## src/rtl/key_sched_ctrl.sv

```systemverilog
// Purpose: AES key-schedule sequencer; drives the expander and presents round keys 0..NR or NR..0.
// Latency: first round key valid 2 cycles after start (encrypt), NR+2 cycles after (decrypt).
// Backpressure: rk_ready low freezes the expander (done2) and holds rk_round; optional abort via KEY_SCHED_ABORT_EN.
module key_sched_ctrl #(
    parameter int K = 128
) (
    input  logic       clk,
    input  logic       reset,
    input  logic       start,
    input  logic       decrypt,
`ifdef KEY_SCHED_ABORT_EN
    input  logic       abort,
`endif
    input  logic       rk_ready,
    output logic       busy,
    output logic       exp_reset,
    output logic       done1,
    output logic       done2,
    output logic       rk_valid,
    output logic [3:0] rk_round,
    output logic       rk_last,
    output logic       sched_done
);

    localparam logic [3:0] NR = (K == 256) ? 4'd14 : (K == 192) ? 4'd12 : 4'd10;

    typedef enum logic [1:0] {IDLE, LOAD, FWD, REV} state_t;

    state_t     state_q, state_d;
    logic [3:0] round_q, round_d;
    logic       dec_q, dec_d;
    logic       sd_q, sd_d;
    logic       hs;

    // Output decode: everything except done2 depends only on state, mode and round.
    always_comb begin
        busy      = (state_q != IDLE);
        exp_reset = (state_q == LOAD);
        done1     = (state_q == REV);
        rk_valid  = ((state_q == FWD) && !dec_q) || (state_q == REV);
        if (state_q == IDLE) begin
            done2 = 1'b1;
        end else if (rk_valid) begin
            done2 = !rk_ready;
        end else begin
            done2 = 1'b0;
        end
        rk_round   = round_q;
        rk_last    = rk_valid && (dec_q ? (round_q == 4'd0) : (round_q == NR));
        sched_done = sd_q;
        hs         = rk_valid && rk_ready;
    end

    // Next-state logic: decrypt runs the expander forward unseen, then walks back with handshakes.
    always_comb begin
        state_d = state_q;
        round_d = round_q;
        dec_d   = dec_q;
        sd_d    = 1'b0;
        case (state_q)
            IDLE: begin
                if (start) begin
                    dec_d   = decrypt;
                    round_d = 4'd0;
                    state_d = LOAD;
                end
            end
            LOAD: begin
                round_d = 4'd0;
                state_d = FWD;
            end
            FWD: begin
                if (dec_q) begin
                    if (round_q == NR - 4'd1) begin
                        round_d = NR;
                        state_d = REV;
                    end else begin
                        round_d = round_q + 4'd1;
                    end
                end else if (hs) begin
                    if (round_q == NR) begin
                        round_d = 4'd0;
                        sd_d    = 1'b1;
                        state_d = IDLE;
                    end else begin
                        round_d = round_q + 4'd1;
                    end
                end
            end
            REV: begin
                if (hs) begin
                    if (round_q == 4'd0) begin
                        sd_d    = 1'b1;
                        state_d = IDLE;
                    end else begin
                        round_d = round_q - 4'd1;
                    end
                end
            end
            default: begin
                round_d = 4'd0;
                state_d = IDLE;
            end
        endcase
`ifdef KEY_SCHED_ABORT_EN
        // Abort wins over any handshake completing in the same cycle.
        if (abort && (state_q != IDLE)) begin
            state_d = IDLE;
            round_d = 4'd0;
            sd_d    = 1'b0;
        end
`endif
    end

    // State registers with synchronous active-low reset.
    always_ff @(posedge clk) begin
        if (!reset) begin
            state_q <= IDLE;
            round_q <= 4'd0;
            dec_q   <= 1'b0;
            sd_q    <= 1'b0;
        end else begin
            state_q <= state_d;
            round_q <= round_d;
            dec_q   <= dec_d;
            sd_q    <= sd_d;
        end
    end

endmodule

```

## config.mk

```make
export PLATFORM = sky130hd
export DESIGN_NAME = key_sched_ctrl
export DESIGN_NICKNAME = d
export VERILOG_FILES = /design/src/rtl/key_sched_ctrl.sv
export SDC_FILE = /design/constraint.sdc
export NUM_CORES = 1
export LEC_CHECK = 0
export CAP_MARGIN = 20
export CELL_PAD_IN_SITES_DETAIL_PLACEMENT = 1
export CELL_PAD_IN_SITES_GLOBAL_PLACEMENT = 1
export CORE_MARGIN = 5
export CORE_UTILIZATION = 35
export DETAILED_ROUTE_END_ITERATION = 7
export PLACE_DENSITY_LB_ADDON = 0.2
export SYNTH_ARGS = -nofsm -noshare
export SYNTH_HDL_FRONTEND = slang
export SYNTH_SLANG_ARGS = --single-unit
export TNS_END_PERCENT = 5
```

## constraint.sdc

```tcl
create_clock -name clk -period 2.3 [get_ports clk]
set_input_delay 0.46 -clock clk [delete_from_list [all_inputs] [get_ports clk]]
set_output_delay 0.46 -clock clk [all_outputs]
set_load 0.03 [all_outputs]
```

==> impl_metrics.csv, run 1 <==
group,metric,value,unit
outcome,status,"complete, no violations",
clock_tree,postCtsSetupBuffers,0,
critical_path,worstSetupStartpointType,"flop",
timing,slew_violations,0,
global_route,grt_pass1_wl,3.00,mm
timing,tns,0,ns
timing,min_period,2.16,ns
route,drt_wl_total,1.85,mm
global_route,grt_max_degree,17,
floorplanning,ios,16,
critical_path,path_cells,"nor2b_1 -> nand2b_1 -> inv_1 -> clkdlybuf4s50_1",
clock_tree,h-tree-depth,1,
logic_synthesis,ys_top_cells_by_count,"8 x dfxtp_1, 8 x nand2_1, 8 x nor2_1",
route,first_pass_iters,3,
floorplanning,dieWidth,52.7,um
timing,finalSetupViolCount,0,
logic_synthesis,synth_compound_gate_area_share,26.2,%
route,drcViolationCount,0,
floorplanning,die_area,2780,sq um
route,wire_per_inst,14.4,um
timing,relSlewSlack,73.9,%
floorplanning,rows,15,
placed_design,dp.cells,125,
final_layout,fin_util,49.2,%
logic_synthesis,synth_edf_count,0,
final_layout,fin_cells,128,
logic_synthesis,syn_inst,84,
global_route,grt_use_total,15.3,%
placed_design,gp_congestion,0.786,
clock_tree,clk_pin_slew_worst_paths,0.06,ns
route,vias,685,
critical_path,cp.required,1.84,ns
placed_design,hpwl,1.52,mm
logic_synthesis,synth_top_family_by_area,"simple AND/OR/NAND/NOR gates",
logic_synthesis,syn_nets,94,
critical_path,cpPeakStageDelay,0.66,ns
clock_tree,cts_root_buf,"clkbuf_4",
logic_synthesis,synth_warnings,0,
pwr,power_density,445,nW/um^2
timing,rsz0062_at_grt,"no",
timing,worst_pin_slew,0.386,ns
logic_synthesis,muxShareOfSynthArea,1.57,%
timing,finalWorstSetupSlack,0.144,ns
placed_design,portBuffers,15,
timing,holdWs,0.538,ns
logic_synthesis,synthFlopType,"dfxtp_1",
final_layout,drive_above_1_share,11.7,%
floorplanning,fp.coreArea,1730,sq um
logic_synthesis,yosys.area.top_type_share,25.0,%
critical_path,critPathTopFamily,"buffers and inverters",
logic_synthesis,synth_area,639,sq um
critical_path,critPathBufInv,2,
final_layout,antenna_cells,0,
logic_synthesis,yosys.cell_types.count,34,
clock_tree,cts_buffers,3,
logic_synthesis,synth_xor_area_share,0,%
critical_path,cp.arrival,1.70,ns
placed_design,pre_cts_slack,0.0519,ns
critical_path,slowest_stage,"clkdlybuf4s50_1",
final_layout,nNetsFinal,115,
timing,post-route-period-util,93.7,%
timing,clock_skew,0.00823,ns
route,viasPerCell,5.35,
clock_tree,clock_tree.buffer_depth,2,
logic_synthesis,syn_area_per_cell,7.61,sq um
logic_synthesis,synth-simple-area-share,29.4,%
critical_path,critical_path_peak_fanout,9,
critical_path,critical_path_class,"flop to primary output",
clock_tree,cts_tree,"yes",
logic_synthesis,synth-async-reset-ratio,0,%
logic_synthesis,synth.area.top_cells,"dfxtp_1 25%, ha_1 9.8%, nor2b_1 4.9%, nand2_1 4.7%, nor2_1 4.7%",
critical_path,end_kind,"primary output",
global_route,first_global_vias,667,
clock_tree,cts.sinks,8,
pwr,leakage,0.356,nW
logic_synthesis,yosys.area.top_type,"dfxtp_1",
pwr,ir_drop,314,uV
logic_synthesis,yosys.area_share.adder,9.78,%
clock_tree,clk_latency,0.26,ns
route,dr.first_iter.drc_count,7,
global_route,overflow,0,
route,antenna_left,0,
floorplanning,initial_core_util,37.0,%
timing,max_freq,464,MHz
worst_hold_path,hold_path_class,"flop to flop",
global_route,antenna_found_initial,0,
logic_synthesis,synth-seq-cells,8,
timing,final_hold_viol_count,0,
run,cap_violations,0,
logic_synthesis,synth_seq_area_share,25.0,%
final_layout,syn2layout_area_growth,32.9,%
floorplanning,die_y,52.7,um
-- state kept, by name (all words and copies together), names as in the netlist --
signal	count
rk_round	4
state_q	2
dec_q	1
sched_done	1
-- cell families (layout without fill, tap and decap cells) --
group                      count (synthesis)  in the layout
AOI/OAI and AO/OA                         24             24
adders and majority gates                  5              5
DFF                                        8              8
buffers and inverters                     11             30
muxes                                      1              1
and+or+nand+nor                           35             35
-- layout by cell type, fill, tap and decap left out --
cell              n
o32ai_1           1
nor2b_1           5
a22o_1            1
or3_1             1
dfxtp_1           7
clkbuf_2          1
ha_1              5
nor3_1            4
a21boi_0          2
nor2_1            8
a31oi_1           4
clkbuf_4          3
o21ai_0           4
a21o_1            2
clkdlybuf4s50_1  13
nand2_1           8
dfxtp_2           1
nor4_1            1
or3b_1            1
o2111ai_1         1
and2_1            1
a21oi_2           1
inv_1             7
o311ai_1          1
mux2i_1           1
and3_1            1
nand2b_1          1
a211o_1           1
o211ai_1          2
nor4bb_1          1
nand4bb_1         1
a21oi_1           3
and4b_1           1
a221o_1           1
nand3_1           1
buf_4             6
-- worst register-to-register path: cells and delay by family (launching register included) --
| kind | cells | cell delay, ns |
|---|---|---|
| compound gates | 2 | 0.47 |
| flops | 1 | 0.42 |
| simple gates | 2 | 0.24 |
| buf+inv | 2 | 0.24 |
| fa+ha+maj | 1 | 0.19 |
-- area by class of cell --
cell class | count | area (sq um)
inverters | 7 | 26.3
flip-flops and latches | 8 | 161
fillers | 224 | 877
multi-input cells | 65 | 428
repair buffers | 20 | 180
well taps | 25 | 31.3
clock buffers | 3 | 22.5
-- metal layers --
| metal | global-route usage [%] | up-vias | share of wire [%] |
|---|---|---|---|
| li1 | - | 341 | - |
| met1 | 20.5 | 330 | 48 |
| met2 | 22.5 | 10 | 46 |
| met3 | 4.56 | 4 | 3.5 |
| met4 | 6.38 | 0 | 1.6 |
| met5 | 0 | - | 0 |
-- per-stage QoR --
stage	cell area [sq um]	total power [W]
6_report	850	0.000378
5_1_grt	850	0.000402
4_1_cts	852	0.000384
3_5_place_dp	831	0.000275
3_3_place_gp	831	0.000273
2_1_floorplan	639	0.000229
-- worst paths after layout --
kind / depth (start not counted) / from / end / slack [ns]
max: 4 / dec_q / rk_valid / 0.14
min: 2 / dec_q / dec_q / 0.54
max reg2reg: 7 / rk_round[1] / rk_round[0] / 0.64
min reg2reg: 2 / dec_q / dec_q / 0.54
-- power breakdown --
group,internal (W),switching (W),total [W]
Combinational,0.0000499,0.0000672,0.000117
Sequential,0.000145,0.00000926,0.000154
Clock,0.0000597,0.0000472,0.000107
-- repair_timing --
action                     in CTS  in global routing
setup endpoints to repair       1                  2
hold buffers                    0                  0
pin swaps                       0                  0
gates resized for setup         1                  4
Power figures use the tool's default switching activity.
==> run 2, diff against run 1 <==
Settings changed: GPL_TIMING_DRIVEN from default to 0.
==> impl_metrics.csv, run 2 (synthesized netlist as in run 1, its figures left out) <==
group,metric,value,unit
timing,clock_skew,0.0101,ns
timing,min_period,2.21,ns
clock_tree,clk_pin_slew_worst_paths,0.06,ns
critical_path,critical_path_peak_fanout,8,
critical_path,cp.arrival,1.75,ns
route,antenna_left,0,
critical_path,slowest_stage,"clkdlybuf4s50_1",
timing,rsz0062_at_grt,"yes",
clock_tree,postCtsSetupBuffers,0,
placed_design,dp.cells,123,
final_layout,syn2layout_area_growth,30.1,%
worst_hold_path,min_path_cells,2,
route,first_pass_iters,4,
critical_path,startpoint,"state_q[0]",
timing,finalSetupViolCount,0,
worst_hold_path,hold_path_class,"flop to flop",
timing,final_hold_viol_count,0,
critical_path,cpPeakStageDelay,0.66,ns
final_layout,final_common_cell,"clkdlybuf4s50_1",
route,drcViolationCount,0,
run,cap_violations,0,
floorplanning,initial_core_util,37.0,%
clock_tree,h-tree-depth,1,
placed_design,portBuffers,14,
global_route,grt_pass1_wl,3.04,mm
timing,slew_violations,0,
floorplanning,fp.coreArea,1730,sq um
critical_path,critPathTopFamily,"buffers and inverters",
floorplanning,dieWidth,52.7,um
global_route,overflow,0,
floorplanning,ios,16,
critical_path,end_kind,"primary output",
critical_path,regToRegEndpoint,"rk_round[3]",
clock_tree,clk_latency,0.26,ns
route,wire_per_inst,14.6,um
critical_path,cp.required,1.84,ns
floorplanning,die_y,52.7,um
clock_tree,cts.sinks,8,
clock_tree,cts_hold_buf,0,
pwr,ir_drop,268,uV
global_route,antenna_found_initial,0,
final_layout,fin_cells,126,
route,drt_wl_total,1.84,mm
timing,post-route-period-util,96.0,%
route,dr.first_iter.drc_count,12,
final_layout,final_cell_mix,"10 x clkdlybuf4s50_1, 8 x nand2_1, 8 x nor2_1, 7 x inv_1, 7 x dfxtp_1",
placed_design,dpl_cell_area,811,sq um
floorplanning,rows,15,
timing,worst_pin_slew,0.391,ns
global_route,grt_max_degree,11,
worst_hold_path,hp-start,"dec_q",
global_route,grt_use_total,14.9,%
final_layout,largest_register_ffs,4,
timing,holdWs,0.538,ns
outcome,status,"complete, no violations",
pwr,power_density,454,nW/um^2
placed_design,pre_cts_slack,-0.0421,ns
clock_tree,cts_buffers,3,
critical_path,ff2ff_path_depth,6,
timing,relSlewSlack,73.9,%
timing,max_freq,453,MHz
pwr,total_power,0.000378,W
critical_path,rrSetupSlack,0.51,ns
critical_path,r2r_start,"rk_round[0]",
timing,finalWorstSetupSlack,0.0912,ns
placed_design,hpwl,1.43,mm
worst_hold_path,worstHoldEndpoint,"dec_q",
critical_path,critical_path_class,"flop to primary output",
final_layout,final_cell_area,832,sq um
final_layout,drive_above_1_share,8.91,%
route,viasPerCell,5.23,
critical_path,critPathBufInv,2,
placed_design,gp_congestion,0.903,
route,vias,659,
clock_tree,cts_root_buf,"clkbuf_4",
critical_path,worstSetupStartpointType,"flop",
final_layout,nNetsFinal,113,
final_layout,antenna_cells,0,
floorplanning,die_area,2780,sq um
clock_tree,cts_tree,"yes",
clock_tree,clock_tree.buffer_depth,2,
pwr,leakage,0.363,nW
global_route,first_global_vias,652,
critical_path,path_cells,"nor2b_1 -> nand2b_1 -> inv_1 -> clkdlybuf4s50_1",
run 2: worst register-to-register path: cells and delay by family, from the launching register on:
family          cells  cell delay, ns
compound gates      2            0.32
simple gates        2            0.54
fa+ha+maj           1            0.27
buf+inv             1            0.15
flops               1            0.44
run 2: power by group:
group	internal [W]	switching, W
clock network	0.0000600	0.0000513
logic	0.0000442	0.0000685
registers	0.000145	0.00000895
run 2: metal layers:
metal | part of all wire (%) | track usage, %
met5 | 0 | 0
met4 | 0.33 | 1.28
met3 | 5.0 | 5.98
met2 | 48 | 25.2
met1 | 46 | 18.2
run 2: final cells by class:
class	count	area [sq um]
fill	244	895
multi-input combinational	65	428
sequential	8	161
timing repair buffer	14	138
tap	25	31.3
inverter	7	26.3
buffer	4	25.0
clock buffer	3	22.5
run 2: worst max-delay path by stage:
stage                     endpoint  slack, ns  cells past startpoint
final                     rk_valid       0.09                      4
after global placement     rk_last      -0.03                      6
after detailed placement     done2      -0.04                      3
after global routing       rk_last      -0.02                      6
after floorplan            rk_last       0.13                      5
after CTS                  rk_last      -0.01                      6
run 2: stage by stage:
step                TNS [ns]  util [%]
floorplan                  0         -
global placement     -0.0432      47.0
detailed placement   -0.0772      47.0
CTS                  -0.0143      48.1
global route         -0.0205      48.2
finish                     0      48.2
run 2: repair_timing:
item                       CTS  global route
hold endpoints to repair     0             0
setup endpoints to repair    3             3
gates resized for setup      4             6
==> RTL edit 1 (flow settings as in run 1) <==
Add a define of `KEY_SCHED_ABORT_EN`.
--- a/src/rtl/key_sched_ctrl.sv
+++ b/src/rtl/key_sched_ctrl.sv
@@ -1,6 +1,8 @@
 // Purpose: AES key-schedule sequencer; drives the expander and presents round keys 0..NR or NR..0.
 // Latency: first round key valid 2 cycles after start (encrypt), NR+2 cycles after (decrypt).
 // Backpressure: rk_ready low freezes the expander (done2) and holds rk_round; optional abort via KEY_SCHED_ABORT_EN.
+`define KEY_SCHED_ABORT_EN
+
 module key_sched_ctrl #(
     parameter int K = 128
 ) (
Interface: changed (added abort); port bits go from 16 to 17. The function was not compared with the original's and may differ.
==> RTL edit 1 against run 1 <==
- setup slack got worse by 0.011 ns
- cell area is 8.7% higher
- synthesized area increased by 10%
- routed wire length is 5.8% higher
- total power up 2.6%
- synthesized cell count is 3.6% higher
- sequential cell count stayed put
- die area is 8.4% higher
==> RTL edit 1: results (changes against run 1) <==
logic_synthesis:
  synthesis.nets: 98  # +4.3%
  synth_xor_area_share_pct: 2.30  # +2.3 points
  synth_compound_area_share_pct: 20.0  # -6.2 points
  yosysSeqAreaShare_pct: 22.7  # -2.4 points
  synthTopCellsByArea: "dfxtp_1 23%, ha_1 8.9%, mux2i_1 4.3%"
  synth_common_cells: "8 x dfxtp_1, 7 x nand2_1, 6 x inv_1, 6 x nor2_1, 5 x ha_1"
  synthAdderAreaFrac_pct: 8.87  # -0.92 points
  ys_types: 38  # +12%
  muxShareOfSynthArea_pct: 4.26  # +2.7 points
global_route:
  grt_use_met2_pct: 25.2  # +2.7 points
  grt_first_pass_wirelength_mm: 3.24  # +7.8%
  grt_max_degree: 19  # +2
  grtUsageMet1_pct: 19.8  # -0.67 points
critical_path:
  crit_path_start: "rk_round[1]$_SDFFE_PP0P_"
  worstPathMaxFanout: 3  # -6
  worst-r2r-cell-count: 6  # -1
  slowest_stage: "clkdlybuf4s15_1"
sta:
  finClkSkew_ns: 0.00380  # -0.00444 ns
  fin_crit_ns: 2.17  # +0.0109 ns
final_layout:
  n_fill_cell: 245  # +9.4%
placement:
  place_ws_ns: 0.0985  # +0.0466 ns
run_status:
  status: "finished, final reports clean"
route:
  met1Wirelength_um: 889  # -0.45%
  met3_wirelength_um: 105  # +62%
  wl_met2_um: 958  # +12%
  top_layer: "met3"
pwr:
  p_comb_share_pct: 33.6  # +2.6 points
  leakagePower_nw: 0.361  # +1.2%
RTL edit 1: worst reg2reg max path, cell delays in order, from the launching register on:
cell	delay [ns]
dfxtp_1	0.35
inv_1	0.08
ha_1	0.19
nor3b_2	0.18
o22ai_2	0.30
o21ai_1	0.18
a211o_1	0.31
RTL edit 1: how the worst min path moves through the flow:
stage | startpoint | slack, ns | cells after the start | end
after CTS | rk_round[0]$_SDFFE_PP0P_ | 0.62 | 2 | rk_round[0]$_SDFFE_PP0P_
after global placement | rk_round[0]$_SDFFE_PP0P_ | 0.60 | 2 | rk_round[0]$_SDFFE_PP0P_
after detailed placement | rk_round[0]$_SDFFE_PP0P_ | 0.60 | 2 | rk_round[0]$_SDFFE_PP0P_
after floorplan | state_q[1]$_SDFFE_PP0P_ | 0.57 | 2 | state_q[1]$_SDFFE_PP0P_
final | rk_round[0]$_SDFFE_PP0P_ | 0.62 | 2 | rk_round[0]$_SDFFE_PP0P_
after global routing | rk_round[0]$_SDFFE_PP0P_ | 0.66 | 2 | rk_round[0]$_SDFFE_PP0P_
RTL edit 1: stage by stage:
stage | cell area (um^2) | std cells | hold WS, ns
2_1_floorplan | 706 | 87 | 0.566
3_3_place_gp | 901 | 130 | 0.604
3_5_place_dp | 901 | 130 | 0.602
4_1_cts | 922 | 133 | 0.617
5_1_grt | 923 | 133 | 0.659
6_report | 923 | 133 | 0.617
RTL edit 1: final cells by class:
| cell class | count | area (um^2) | area share (%) |
|---|---|---|---|
| Clock buffer | 3 | 22.5 | 2.44 |
| Inverter | 6 | 22.5 | 2.44 |
| Multi-Input combinational cell | 68 | 489 | 53.0 |
| Sequential cell | 8 | 160 | 17.3 |
| Tap cell | 27 | 33.8 | 3.66 |
| Timing Repair Buffer | 21 | 195 | 21.1 |
==> RTL edit 2 (flow settings as in run 1) <==
Without the edit above. Reset style: asynchronous (`reset`), changed in one clocked block. Comments in the files are not updated.
--- a/src/rtl/key_sched_ctrl.sv
+++ b/src/rtl/key_sched_ctrl.sv
@@ -113,7 +113,7 @@
     end
 
     // State registers with synchronous active-low reset.
-    always_ff @(posedge clk) begin
+    always_ff @(posedge clk or negedge reset) begin
         if (!reset) begin
             state_q <= IDLE;
             round_q <= 4'd0;
Function: differs if reset is asserted again (counterexample within 4 cycles, from zero or initial values and one cycle with reset low); with reset held inactive, the same outputs for 10 cycles.
==> RTL edit 2 against run 1 <==
- synthesized area up 4.5%
- routed wire length down 2.3%
- fmax decreased by 0.83%
- setup slack worse by 0.018 ns
- cell area increased by 3.2%
- sequential cell count is the same
- largest cell class unchanged
- highest routed layer unchanged
Power is left out: it rests on default switching activity, and per cell area and clock period it moved more than threefold.
==> RTL edit 2: results (changes against run 1) <==
global_route:
  grt_max_degree: 15  # -2
  grt.total_usage_pct: 15.3  # -0.061 points
  grt_pass1_vias: 637  # -4.5%
final_layout:
  drive_gt1_share_pct: 17.9  # +6.2 points
  multi_input_area_um2: 430  # +0.58%
  buffers: 17  # -15%
  seq-cell-share_pct: 23.1  # +4.1 points
  bufAreaShareNonClock_pct: 18.3  # -2.9 points
  nMultiInputCombCells: 59  # -9.2%
  inv_count: 8  # +1
  layout.nets: 107  # -7.0%
logic_synthesis:
  synthTopCellsByArea: "dfrtp_1 30%, ha_1 9.4%, nor2_1 5.1%"
  synth_common_cells: "9 x nor2_1, 8 x dfrtp_1, 8 x inv_1"
  syn_avg_cell_area_um2: 8.68  # +14%
  synthesis.nets: 87  # -7.4%
  yosysSeqAreaShare_pct: 30.0  # +4.9 points
  synth-main-ff-cell: "dfrtp_1"
  ys_types: 33  # -2.9%
placement:
  place_congestion: 0.756  # -3.8%
  placed_cell_area_um2: 852  # +2.6%
  post-dp-hpwl_mm: 1.40  # -7.9%
critical_path:
  max_stage_delay_ns: 0.60  # -0.06 ns
  worstPathMaxFanout: 14  # +5
  rrSetupSlack_ns: 0.48  # -0.16 ns
route:
  routed_wl_mm: 1.81  # -2.3%
  firstDrtPassIters: 4  # +1
  viasPerCell: 5.30  # -0.96%
run_status:
  status: "finished, final reports clean"
worst_hold_path:
  hp-class: "in2async"
sta:
  worstMarginPinSlew_ns: 0.383  # -0.00229 ns
-- RTL edit 2: path summary, 6_finish.rpt --
| kind | start | to |
|---|---|---|
| setup reg to reg | rk_round[0]$_DFFE_PN0P_ | rk_round[1]$_DFFE_PN0P_ |
| max in group asynchronous | reset | state_q[0]$_DFFE_PN0P_ |
| hold / removal | reset | rk_round[1]$_DFFE_PN0P_ |
| setup / recovery | state_q[0]$_DFFE_PN0P_ | rk_valid |
| hold reg to reg | rk_round[3]$_DFFE_PN0P_ | rk_round[3]$_DFFE_PN0P_ |
| min in group clk | rk_round[3]$_DFFE_PN0P_ | rk_round[3]$_DFFE_PN0P_ |
-- RTL edit 2: cells by family after synthesis --
logic type                 Yosys count  share of synthesized area (%)
buffers and inverters               10                           5.62
AOI/OAI and AO/OA                   21                           24.2
DFF                                  8                           30.0
and+or+nand+nor                     29                           24.5
muxes                                4                           6.37
adders and majority gates            5                           9.36
-- RTL edit 2: per-layer routing --
layer / global-route usage (%) / wire [um]
met5: 0 / 0
met4: 12.8 / 61
met3: 1.66 / 43
met2: 23.6 / 816
met1: 18.8 / 883
-- RTL edit 2: stage by stage --
stage / hold WS [ns] / worst slack (ns) / utilization (%)
2_1_floorplan: 0.164 / 0.0565 / -
3_3_place_gp: 0.597 / 0.306 / 48.3
3_5_place_dp: 0.610 / 0.274 / 48.3
4_1_cts: 0.492 / 0.0197 / 49.6
5_1_grt: 0.497 / 0.00959 / 49.7
6_report: 0.490 / 0.126 / 49.7
-- RTL edit 2: critical path, delay by kind of cell (launching register included) --
family                 cells  cell delay (ns)
buffers and inverters      1             0.60
DFF                        1             0.49
and+or+nand+nor            2             0.37
-- RTL edit 2: what timing repair did --
item / 4_1_cts / 5_1_grt
buffers inserted: 0 / 0
gates resized for setup: 1 / 2
endpoints found under the setup margin: 2 / 3
